===== config.mk =====
export PLATFORM = sky130hd
export DESIGN_NAME = uart_rx_packer
export DESIGN_NICKNAME = d
export VERILOG_FILES = /design/src/rtl/uart_rx_packer.sv
export SDC_FILE = /design/constraint.sdc
export NUM_CORES = 1
export LEC_CHECK = 0
export CAP_MARGIN = 10
export CORE_MARGIN = 2
export CORE_UTILIZATION = 45
export DETAILED_ROUTE_END_ITERATION = 16
export PLACE_DENSITY = 0.79
export SLEW_MARGIN = 20
export SYNTH_ARGS = -nofsm -noshare
export SYNTH_HDL_FRONTEND = slang
export SYNTH_SLANG_ARGS = --single-unit

===== constraint.sdc =====
create_clock -name clk -period 1.7 [get_ports clk]
set_input_delay 0.34 -clock clk [delete_from_list [all_inputs] [get_ports clk]]
set_output_delay 0.34 -clock clk [all_outputs]
set_load 0.01 [all_outputs]

===== src/rtl/uart_rx_packer.sv =====
// Packs the uart_rx byte stream into BYTE_WIDTH-lane AXI-stream words with tkeep,
// and closes a packet with tlast once the line has been idle for IDLE_TIMEOUT cycles.
module uart_rx_packer #(
   parameter int BYTE_WIDTH   = 2,
   parameter int IDLE_TIMEOUT = 1000
) (
   input  logic                    clk,
   input  logic                    rst,
   output logic                    i_tready,
   input  logic                    i_tvalid,
   input  logic [7:0]              i_tdata,
   input  logic                    o_tready,
   output logic                    o_tvalid,
   output logic [8*BYTE_WIDTH-1:0] o_tdata,
   output logic [BYTE_WIDTH-1:0]   o_tkeep,
   output logic                    o_tlast
);
   localparam int DATA_W = 8 * BYTE_WIDTH;
   localparam int CNT_W  = $clog2(BYTE_WIDTH + 1);
   localparam int IDLE_W = $clog2(IDLE_TIMEOUT + 1);
   localparam logic [CNT_W-1:0]  CNT_FULL = CNT_W'(BYTE_WIDTH);
   localparam logic [IDLE_W-1:0] IDLE_MAX = IDLE_W'(IDLE_TIMEOUT);

   function automatic logic [BYTE_WIDTH-1:0] keep_mask(input logic [CNT_W-1:0] cnt);
      logic [BYTE_WIDTH-1:0] m;
      for (int i = 0; i < BYTE_WIDTH; i++) m[i] = (CNT_W'(i) < cnt);
      return m;
   endfunction

   logic [DATA_W-1:0] acc_data;
   logic [CNT_W-1:0]  acc_cnt;
   logic [IDLE_W-1:0] idle_cnt;
   logic              out_free;
   logic              acc_full;
   logic              byte_acc;
   logic              flush;

   assign out_free = ~o_tvalid | o_tready;
   assign acc_full = (acc_cnt == CNT_FULL);
   assign i_tready = ~acc_full | out_free;
   assign byte_acc = i_tvalid & i_tready;
   assign flush    = (acc_cnt != '0) & (idle_cnt == IDLE_MAX) & ~byte_acc & out_free;

   always_ff @(posedge clk) begin
      if (rst) begin
         acc_data <= '0;
         acc_cnt  <= '0;
         idle_cnt <= '0;
         o_tvalid <= 1'b0;
         o_tdata  <= '0;
         o_tkeep  <= '0;
         o_tlast  <= 1'b0;
      end else begin
         if (o_tvalid & o_tready) o_tvalid <= 1'b0;

         if (byte_acc) begin
            idle_cnt <= '0;
            // A full word is only released once the next byte proves it is not the packet end.
            if (acc_full) begin
               o_tvalid <= 1'b1;
               o_tdata  <= acc_data;
               o_tkeep  <= '1;
               o_tlast  <= 1'b0;
               acc_data <= DATA_W'(i_tdata);
               acc_cnt  <= CNT_W'(1);
            end else begin
               // Starting a word clears the upper lanes so a short flush carries zeros there.
               if (acc_cnt == '0) acc_data <= DATA_W'(i_tdata);
               for (int i = 1; i < BYTE_WIDTH; i++)
                  if (acc_cnt == CNT_W'(i)) acc_data[8*i +: 8] <= i_tdata;
               acc_cnt <= acc_cnt + 1'b1;
            end
         end else if (flush) begin
            o_tvalid <= 1'b1;
            o_tdata  <= acc_data;
            o_tkeep  <= keep_mask(acc_cnt);
            o_tlast  <= 1'b1;
            acc_cnt  <= '0;
            idle_cnt <= '0;
         end else if ((acc_cnt != '0) && (idle_cnt != IDLE_MAX)) begin
            idle_cnt <= idle_cnt + 1'b1;
         end
      end
   end
endmodule


; Word level (Yosys, flattened, before mapping)
; Index checks and enable logic that the tools add are counted.
[op_classes]
n_addsub = 2
order_cmp = 2
eq_ne = 5
mux = 19
bitwise_logic = 10
n_reduce_logical = 10
[ops]
columns = cell, n
row1 = $mux W16, 5
row2 = $mux W2, 6
row3 = $add A10 B1 Y10 const B, 1
row4 = $eq A10 B10 Y1 const B, 1
row5 = $ne A10 B10 Y1 const B, 1
row6 = $mux W8, 1
row7 = $mux W1, 7
row8 = $reduce_and A2 Y1, 3
row9 = $reduce_bool A2 Y1, 3
row10 = $and A1 B1 Y1, 5
row11 = $lt A1 B2 Y1 const A, 2
row12 = $not A1 Y1, 3
row13 = $reduce_bool A3 Y1, 1
row14 = $reduce_or A3 Y1, 1
row15 = $add A2 B1 Y2 const B, 1
row16 = $eq A2 B1 Y1 const B, 1
row17 = $eq A2 B2 Y1 const B, 1
row18 = $logic_not A2 Y1, 1
row19 = $ne A2 B2 Y1 const B, 1
row20 = $or A1 B1 Y1, 2
row21 = $logic_and A1 B1 Y1, 1
[totals]
ff_bits = 48
in_bits = 12
out_inout_bits = 21
wordCells = 56

; Depth between registers and ports, before layout
[depth]
word_depth = 9
mapped_depth = 8
mapped_depth_nobuf = 6

; Worst setup path after synthesis
; OpenSTA, ideal clock, no wires.
[synth_timing]
path_kind = register to register
startpoint = reg idle_cnt[0]
endpoint = reg o_tdata[10]
arrival_ns = 1.442
required_time_ns = 1.628
setup_slack_ns = 0.187
path_stages_with_launch = 9
n_path_buf = 2
synth_period_minus_slack_ns = 1.513
path_cell_list = dfxtp_1 > inv_1 > ha_1 > and2_2 > nand3_4 > a21o_1 > buf_6 > buf_12 > mux2i_1
[synth_between]
elab_chain_len = 6
[synth_lines]
columns = element, line
row1 = from (decl), 32  ; logic [IDLE_W-1:0] idle_cnt;
row2 = from (signal assigned), 81  ; idle_cnt <= idle_cnt + 1'b1;
row3 = $eq A10 B10 Y1, 42  ; assign flush = (acc_cnt != '0) & (idle_cnt == IDLE_MAX) & ~byte_acc & out_free;
row4 = $and A1 B1 Y1 (3 in series), 42
row5 = $reduce_bool A2 Y1 (no source line), -
row6 = $reduce_and A2 Y1 (no source line), -
row7 = to (signal assigned), 61  ; o_tdata <= acc_data;
row8 = to (signal assigned), 75  ; o_tdata <= acc_data;
row9 = to (decl), 14  ; output logic [8*BYTE_WIDTH-1:0] o_tdata,
; Every way passes these cells.
; A chain may end at the register's enable or synchronous reset.

; Final worst setup path
[layout_timing]
startpoint = in o_tready
endpoint = out i_tready
[layout_between]
elab_chain_len = 2
[layout_lines]
columns = element, line
row1 = from (decl), 12  ; input logic o_tready,
row2 = $or A1 B1 Y1, 38  ; assign out_free = ~o_tvalid | o_tready;
row3 = $or A1 B1 Y1, 40  ; assign i_tready = ~acc_full | out_free;
row4 = to (decl), 9  ; output logic i_tready,
; Every way passes these cells.

==> impl_metrics.env <==
export IMPL_place_ws_ps=-174
export IMPL_cp_slowest_cell="clkdlybuf4s50_1"
export IMPL_area_growth_pct=28.3
export IMPL_start_util_pct=46.8
export IMPL_crit_arrival_ps=1310
export IMPL_placed_area_sq_um=2500
export IMPL_yosys_area_top_type="dfxtp_1"
export IMPL_skew_ps=4.30
export IMPL_netlist_area_leader_share_pct=47.2
export IMPL_worstPathMaxFanout=3
export IMPL_post_cts_buffers=0
export IMPL_nFillCells=381
export IMPL_syn_nets=220
export IMPL_syn_area_per_cell_sq_um=9.89
export IMPL_drc_errors=0
export IMPL_setup_viol=0
export IMPL_antenna_found_initial=0
export IMPL_hold_violations=0
export IMPL_syn_inst=206
export IMPL_core_sq_um=4350
export IMPL_setup_ws_ps=52.9
export IMPL_cap_violations=0
export IMPL_worstSetupEndpointType="output port"
export IMPL_die_w_um=71.3
export IMPL_fp_dieH_um=71.3
export IMPL_min_period_ps=1650
export IMPL_share_comb_of_total_power_pct=10.1
export IMPL_path_cells="clkdlybuf4s50_1, nand4bb_1, dlygate4sd2_1"
export IMPL_cts_root_buf="clkbuf_8"
export IMPL_relSlewSlack_pct=74.7
export IMPL_yosysSeqAreaShare_pct=47.2
export IMPL_cpLargestDelayFamily="buffers and inverters"
export IMPL_cts_buffers=5
export IMPL_post_drt_wl_per_cell_um=12.7
export IMPL_outcome="finished clean"
export IMPL_globalplace_congestion=0.797
export IMPL_clock_latency_ps=310
export IMPL_num_rows=24
export IMPL_grt_max_degree=43
export IMPL_io_pins=33
export IMPL_diodes=0
export IMPL_htree_levels=2
export IMPL_clkTransAtPathRegs_ps=90
export IMPL_internal_power_mw=1.72
export IMPL_clock_sinks=48
export IMPL_dp_cells=298
export IMPL_critical_path_required_ps=1360
export IMPL_synth_distinct_cells=36
export IMPL_dr_pass1_iters=4
export IMPL_dieArea_sq_um=5080
export IMPL_cp_num_buf_inv=2
export IMPL_port_buffers=32
export IMPL_synth_cell_area_sq_um=2040
export IMPL_switchingPower_uw=525
export IMPL_drive_above_1_share_pct=13.4
export IMPL_cts_hold_buf=0
export IMPL_tightest_slew_ps=378
export IMPL_first_global_vias=1439
export IMPL_drt_wl_total_um=3890
export IMPL_design_area_sq_um=2610
export IMPL_finalCritPeriodShare_pct=96.9
export IMPL_clock_power_share_pct=37.6
export IMPL_viasPerCell=5.04
export IMPL_p_per_area_nw_per_um2=860
export IMPL_finalPower_mw=2.25
export IMPL_rsz0062_at_grt="false"
export IMPL_p_sw_share_pct=23.3
export IMPL_detailroute_via_count=1542
export IMPL_drt_initial_drc_count=91
export IMPL_clockBufferDepth=2
export IMPL_nNetsFinal=267
export IMPL_start_kind="input port"
export IMPL_grt_first_pass_wirelength_um=6470
export IMPL_max_freq_ghz=0.607
export IMPL_cts_tree="built"
export IMPL_ys_ff_latch=48
export IMPL_yosys_top_cells_area="dfxtp_1, mux2i_1, nand2b_1"
export IMPL_grt_total_usage_pct=16.1
export IMPL_antenna_left=0
export IMPL_drv_slew=0
export IMPL_slowest_delay_ps=430
export IMPL_finalNonFillerCells=306
export IMPL_ir_drop_mv=0.503
export IMPL_yosysWarnings=0
export IMPL_critical_path_class="input port to output port"
export IMPL_grt_overflow=0
export IMPL_hold_class="register to register"
export IMPL_power_frac_seq_pct=52.2
export IMPL_dp_hpwl_um=2770
export IMPL_leakagePower_nw=1.03
path summary, 6_finish.rpt:
check / startpoint / end / slack (ps) / cells after the start
max: o_tready / i_tready / 50 / 3
max reg2reg: idle_cnt[0] / o_tdata[8] / 120 / 7
min reg2reg: o_tkeep[0] / o_tkeep[0] / 450 / 2
min: o_tkeep[0] / o_tkeep[0] / 450 / 2
registers in the layout (all words and copies together), names as in the netlist:
signal and count:
acc_cnt 2, acc_data 16, idle_cnt 10, o_tdata 16
o_tkeep 2, o_tlast 1, o_tvalid 1
through the flow:
| stage | utilization (%) | setup TNS, ps | hold slack, ps |
|---|---|---|---|
| after floorplan | - | 0 | 443 |
| after global placement | 57.3 | -3460 | 437 |
| after detailed placement | 57.3 | -4570 | 441 |
| after CTS | 59.9 | 0 | 454 |
| after global routing | 60.0 | 0 | 485 |
| final | 60.0 | 0 | 448 |
worst register-to-register path, delay by kind of cell, from the launching register on:
family	cells	cell delay, ps
DFF	1	350
AOI/OAI and AO/OA	1	200
muxes	1	200
and+or+nand+nor	2	300
adders and majority gates	1	190
buffers and inverters	2	280
layout by cell type (no fill, tap or decap), types with 2 or more instances in the layout:
cell type	netlist	layout
nor3_1	2	2
nand3_1	3	3
clkdlybuf4s50_1	0	31
buf_4	0	19
clkbuf_8	0	5
inv_1	6	6
nand2_1	7	7
nand2b_1	33	33
o21ai_0	4	3
a21oi_1	7	6
dfxtp_1	48	48
nor2b_1	2	2
mux2i_1	25	25
ha_1	2	2
a22o_1	8	8
nor2_1	20	20
xnor2_1	7	7
nor4_1	2	2
o211ai_1	3	3
timing repair:
| item | 4_1_cts | 5_1_grt |
|---|---|---|
| resized for setup | 1 | 1 |
| endpoints found under the hold margin | 0 | 0 |
| cloned | 0 | 0 |
| setup endpoints to repair | 1 | 4 |
Yosys cell counts, drive strengths merged:
master and n:
clkbuf 6, nand3b 1, a21o 1, xor2 1
o31ai 1, o21ai 4, a211oi 1, and2 1
or3 1, nor3 3, a22o 8, inv 6
a21oi 7, and3 1, nand3 4, buf 5
dfxtp 48, mux2i 25, and4bb 1, xnor2 7
a31oi 1, nor4 2, ha 2, nor2b 2
nor2 20, o2111ai 1, nand2b 33, o21bai 1
o211ai 3, nand4bb 1, nor3b 1, nand2 7
cells by family (layout without fill, tap and decap cells):
logic type | after synthesis | count (layout) | share of synthesized area, %
AO/OA/AOI/OAI | 28 | 28 | 9.46
XOR/XNOR | 8 | 8 | 3.44
adder cells (fa/ha/maj) | 2 | 2 | 1.23
buffers and inverters | 17 | 65 | 4.48
flip-flops | 48 | 48 | 47.2
multiplexers | 25 | 25 | 12.3
AND/OR/NAND/NOR | 78 | 78 | 21.9
area by class of cell:
type	instances	area, sq um	area share, %
clock buffers	5	68.8	2.63
clock inverters	3	46.3	1.77
inverters	6	22.5	0.862
multi-input cells	141	988	37.8
flip-flops and latches	48	961	36.8
well taps	52	65.1	2.49
repair buffers	51	462	17.7
routing by layer:
metal | track usage (%) | share of wire, % | vias up
li1 | - | - | 784
met3 | 4.36 | 3.2 | 4
met5 | 0 | 0 | -
met2 | 25.6 | 48 | 24
met4 | 6.50 | 1.1 | 0
met1 | 20.9 | 47 | 730
power by group through the flow:
stage	clock network [mW]	registers (mW)	logic (mW)
after detailed placement	0	1.20	0.229
after floorplan	0	1.20	0.132
after global placement	0	1.20	0.224
after CTS	0.866	1.17	0.229
final	0.846	1.17	0.228
after global routing	0.916	1.18	0.248
Note: power is estimated with default switching activity, not from simulation.
